<file path="src/rtl/cpu_clk_ctrl.sv">
// Turns the divider's slow square wave into single-cycle core enables, with
// free-run, debounced single-step and core-requested halt modes.
module cpu_clk_ctrl #(
  parameter int DEBOUNCE_CYCLES = 500000,
  parameter int DB_W            = $clog2(DEBOUNCE_CYCLES),
  parameter int TICK_W          = 32
) (
  input  logic              clk,
  input  logic              rst,
  input  logic              div_clk,
  input  logic              run_sw,
  input  logic              step_btn,
  input  logic              halt_req,
  output logic              cpu_en,
  output logic              halted,
  output logic [TICK_W-1:0] tick_cnt
);

  typedef enum logic [1:0] {ST_STEP, ST_RUN, ST_HALT} state_t;

  state_t          state;
  logic            armed;
  logic            div_p0, div_s, div_prev;
  logic            btn_p0, btn_s;
  logic            stable_btn, stable_prev;
  logic [DB_W-1:0] db_cnt;
  logic            div_rise;
  logic            step_pulse;

  assign div_rise   = div_s & ~div_prev;
  assign step_pulse = stable_btn & ~stable_prev;

  // Synchronizers: div_clk and step_btn are asynchronous levels
  always_ff @(posedge clk or posedge rst) begin
    if (rst) begin
      div_p0   <= 1'b0;
      div_s    <= 1'b0;
      div_prev <= 1'b0;
      btn_p0   <= 1'b0;
      btn_s    <= 1'b0;
    end else begin
      div_p0   <= div_clk;
      div_s    <= div_p0;
      div_prev <= div_s;
      btn_p0   <= step_btn;
      btn_s    <= btn_p0;
    end
  end

  // Debounce: a new button level is accepted only after it holds for DEBOUNCE_CYCLES
  always_ff @(posedge clk or posedge rst) begin
    if (rst) begin
      db_cnt      <= '0;
      stable_btn  <= 1'b0;
      stable_prev <= 1'b0;
    end else begin
      stable_prev <= stable_btn;
      if (btn_s == stable_btn) begin
        db_cnt <= '0;
      end else if (db_cnt == DB_W'(DEBOUNCE_CYCLES - 1)) begin
        stable_btn <= btn_s;
        db_cnt     <= '0;
      end else begin
        db_cnt <= db_cnt + DB_W'(1);
      end
    end
  end

  // Mode FSM with registered enable, halt flag and enable counter
  always_ff @(posedge clk or posedge rst) begin
    if (rst) begin
      state    <= ST_STEP;
      armed    <= 1'b0;
      cpu_en   <= 1'b0;
      halted   <= 1'b0;
      tick_cnt <= '0;
    end else begin
      cpu_en <= 1'b0;
      case (state)
        ST_RUN: begin
          if (halt_req) begin
            state  <= ST_HALT;
            halted <= 1'b1;
          end else if (!run_sw) begin
            state <= ST_STEP;
            armed <= 1'b0;
          end else if (div_rise) begin
            cpu_en   <= 1'b1;
            tick_cnt <= tick_cnt + TICK_W'(1);
          end
        end
        ST_STEP: begin
          if (halt_req) begin
            state  <= ST_HALT;
            halted <= 1'b1;
            armed  <= 1'b0;
          end else if (run_sw) begin
            state <= ST_RUN;
          end else if (armed && div_rise) begin
            // a step press landing on the same cycle is intentionally lost
            cpu_en   <= 1'b1;
            armed    <= 1'b0;
            tick_cnt <= tick_cnt + TICK_W'(1);
          end else if (step_pulse) begin
            armed <= 1'b1;
          end
        end
        ST_HALT: begin
          if (step_pulse && !run_sw) begin
            state  <= ST_STEP;
            halted <= 1'b0;
            armed  <= 1'b0;
          end
        end
        default: begin
          state  <= ST_STEP;
          halted <= 1'b0;
          armed  <= 1'b0;
        end
      endcase
    end
  end

endmodule

</file>
<file path="config.mk">
export PLATFORM = sky130hd
export DESIGN_NAME = cpu_clk_ctrl
export DESIGN_NICKNAME = d
export VERILOG_FILES = /design/src/rtl/cpu_clk_ctrl.sv
export SDC_FILE = /design/constraint.sdc
export NUM_CORES = 1
export LEC_CHECK = 0
export BUFFER_PORTS_ARGS = -buffer_cell sky130_fd_sc_hd__buf_4
export CAP_MARGIN = 20
export CORE_MARGIN = 1
export CORE_UTILIZATION = 25
export CTS_CLUSTER_DIAMETER = 50
export CTS_CLUSTER_SIZE = 8
export DETAILED_ROUTE_END_ITERATION = 16
export HOLD_SLACK_MARGIN = 0.15
export PLACE_DENSITY = 0.48
export REMOVE_ABC_BUFFERS = 1
export SLEW_MARGIN = 20
export SYNTH_ARGS = -nofsm -noshare
export SYNTH_HDL_FRONTEND = slang
export SYNTH_SLANG_ARGS = --single-unit
export TNS_END_PERCENT = 50
</file>
<file path="constraint.sdc">
create_clock -name clk -period 2.15 [get_ports clk]
set_input_delay 0.43 -clock clk [delete_from_list [all_inputs] [get_ports clk]]
set_output_delay 0.43 -clock clk [all_outputs]
set_load 0.03 [all_outputs]
</file>
==> flow_summary.ini <==
[run_status]
status = finished clean

[logic_synthesis]
synth_edf_count = 0
synthFlopType = dfrtp_1
yosysSeqAreaShare_pct = 56.7
ys_top_cells_by_area = dfrtp_1 (57%), xnor2_1 (9.8%), xor2_1 (5.4%), nor2_1 (3.6%), nand3_1 (3.2%)
ys.warnings.count = 0
avgSynthCellArea_um2 = 11.3
yosysMostFrequentCell = dfrtp_1
yosys.area.top_type_share_pct = 56.7
yosys.area.top_type = dfrtp_1
netlist_instances = 246
synth_seq_cells = 63
async_reset_ff_share_pct = 100
syn-cell-area_um2 = 2780
synth_cell_types = 33
ys_top_cells_by_count = dfrtp_1 (63), xnor2_1 (31), nor2_1 (27)

[sta]
timing.fmax_ghz = 0.522
fin_skew_ns = 0.0121
period_minus_slack_ns = 1.92
rsz0062_at_grt = false
finalSetupTns_ns = 0
final_max_slew_viol_count = 0
setup_viol = 0
finalHoldViolCount = 0
whs_ns = 0.167
worst_slew_pin_slew_ns = 0.477
min_period_over_period_pct = 89.1
relSlewSlack_pct = 68.0

[drt]
dr_total_vias = 1876
route.detailed.drc = 0
routed_via_density = 4.28
drt-pass1-iter-count = 4
drt-initial-drc-count = 36
wl_mm = 5.34
avgRoutedWirePerCell_um = 12.2
ant_nets = 0

[clock_network]
cts_tree = done
cts-root-buf = clkbuf_8
cts.sinks = 63
hold_buffers = 0
clockBufferDepth = 2
cts_setup_buffers = 0
cts_resized = 0
clk_latency_ns = 0.34
htreeDepth = 3
clk_pin_slew_worst_paths_ns = 0.07
cts_made_buffers = 9

[run]
max_cap_violations = 0

[floorplan]
die_h_um = 107
row_count = 38
start_util_pct = 25.6
ios = 40
fp.dieArea_um2 = 11500
die_w_um = 107
core-area_um2 = 10800

[setup_path]
critPathRequiredTime_ns = 2.37
crit_path_end_kind = register
path_cells = nor4b_4 -> o21ai_2 -> clkinv_2 -> and3_1 -> nand3_1 -> xnor2_1
crit_path_top_delay_cell = dfrtp_1
crit_arrival_ns = 2.13
slowest_delay_ns = 0.48
worstPathMaxFanout = 9
critPathBufInv = 1
worst-setup-path-type = register to register
cp_top_family = simple AND/OR/NAND/NOR gates
crit_path_start_kind = register

[grt]
grt_pass1_wl_mm = 9.33
antenna_found_initial = 0
grt_max_degree = 64
grt_usage_pct = 10.4
grt_overflow = 0
first_global_vias = 1937

[finish]
multi_input_area_um2 = 1150
syn_to_final_growth_pct = 25.2
fillers = 1142
register_area_um2 = 1580
top_register = tick_cnt
largest_register_ffs = 32
final_nets = 301
reg_top3 = tick_cnt (32), db_cnt (19), state (2)
drive_above_1_share_pct = 22.1
antenna_cells = 0

[power_and_ir_drop]
power_density_nw_per_um2 = 771
finalPower_mw = 2.68
ir_worst_vdd_uv = 377
p_leak_nw = 1.64

[min_path]
min_path_type = input port to async pin

[place]
gp_congestion = 0.720
post-dp-hpwl_mm = 3.59
port_buffers = 39
==> cell usage in the layout, fill, tap and decap left out, types with 2 or more instances in the layout <==
master | netlist | routed
dfrtp_1 | 63 | 63
buf_4 | 0 | 39
xnor2_1 | 31 | 31
nor2_1 | 27 | 27
nand2_1 | 21 | 21
nand3_1 | 18 | 18
xor2_1 | 17 | 17
and3_1 | 11 | 11
nand4_1 | 10 | 10
clkbuf_8 | 0 | 10
and4_1 | 5 | 5
and2_1 | 4 | 4
nor3_1 | 4 | 4
inv_1 | 5 | 4
o21ai_0 | 4 | 4
clkinv_2 | 1 | 3
bufinv_16 | 0 | 3
nor3b_1 | 2 | 2
mux2_2 | 2 | 2
a21oi_1 | 2 | 2
ha_1 | 2 | 2
==> where the power goes <==
group	internal [mW]	switching, mW
Clock	0.798	0.453
Combinational	0.0662	0.0982
Sequential	1.22	0.0482
==> kinds of logic after synthesis <==
logic type      synth area share, %
xor+xnor                       15.7
buf+inv                        2.03
fa+ha+maj                     0.900
compound gates                 2.30
flops                          56.7
simple gates                   21.5
mux                           0.810
==> metrics by stage <==
stage               util, %  area [µm²]  worst slack [ns]  instances
detailed placement     29.8        3230             0.173        422
global placement       29.8        3230             0.217        422
floorplan                 -        2750             0.150        242
global route           32.1        3480            0.0862        438
CTS                    32.1        3480             0.207        438
finish                 32.1        3480             0.234        438
==> worst min-delay path, delay by kind of cell <==
kind,cells,cell delay [ns]
buf+inv,3,0.47
==> path summary, 6_finish.rpt <==
kind	startpoint	to	slack, ns	cells past startpoint
min in group clk	div_clk	div_p0	0.20	1
worst max-delay path	state[1]	tick_cnt[17]	0.23	6
worst min register to register	btn_p0	btn_s	0.35	0
worst min-delay path	rst	tick_cnt[6]	0.17	3
worst max register to register	state[1]	tick_cnt[17]	0.23	6
max in group asynchronous	rst	db_cnt[7]	1.72	3
==> area by class of cell <==
type | instances | share of cell area [%]
Sequential cell | 63 | 45.3
Clock buffer | 10 | 3.96
Timing Repair Buffer | 40 | 8.99
Inverter | 6 | 0.683
Multi-Input combinational cell | 173 | 32.9
Clock inverter | 6 | 3.09
Tap cell | 140 | 5.03
==> metal layers <==
layer / track usage, % / vias up / wire (µm)
li1: - / 929 / -
met3: 4.18 / 2 / 254
met5: 0 / - / 0
met2: 15.2 / 38 / 2380
met4: 2.64 / 0 / 19
met1: 14.3 / 907 / 2690
(Power assumes the default switching activity.)
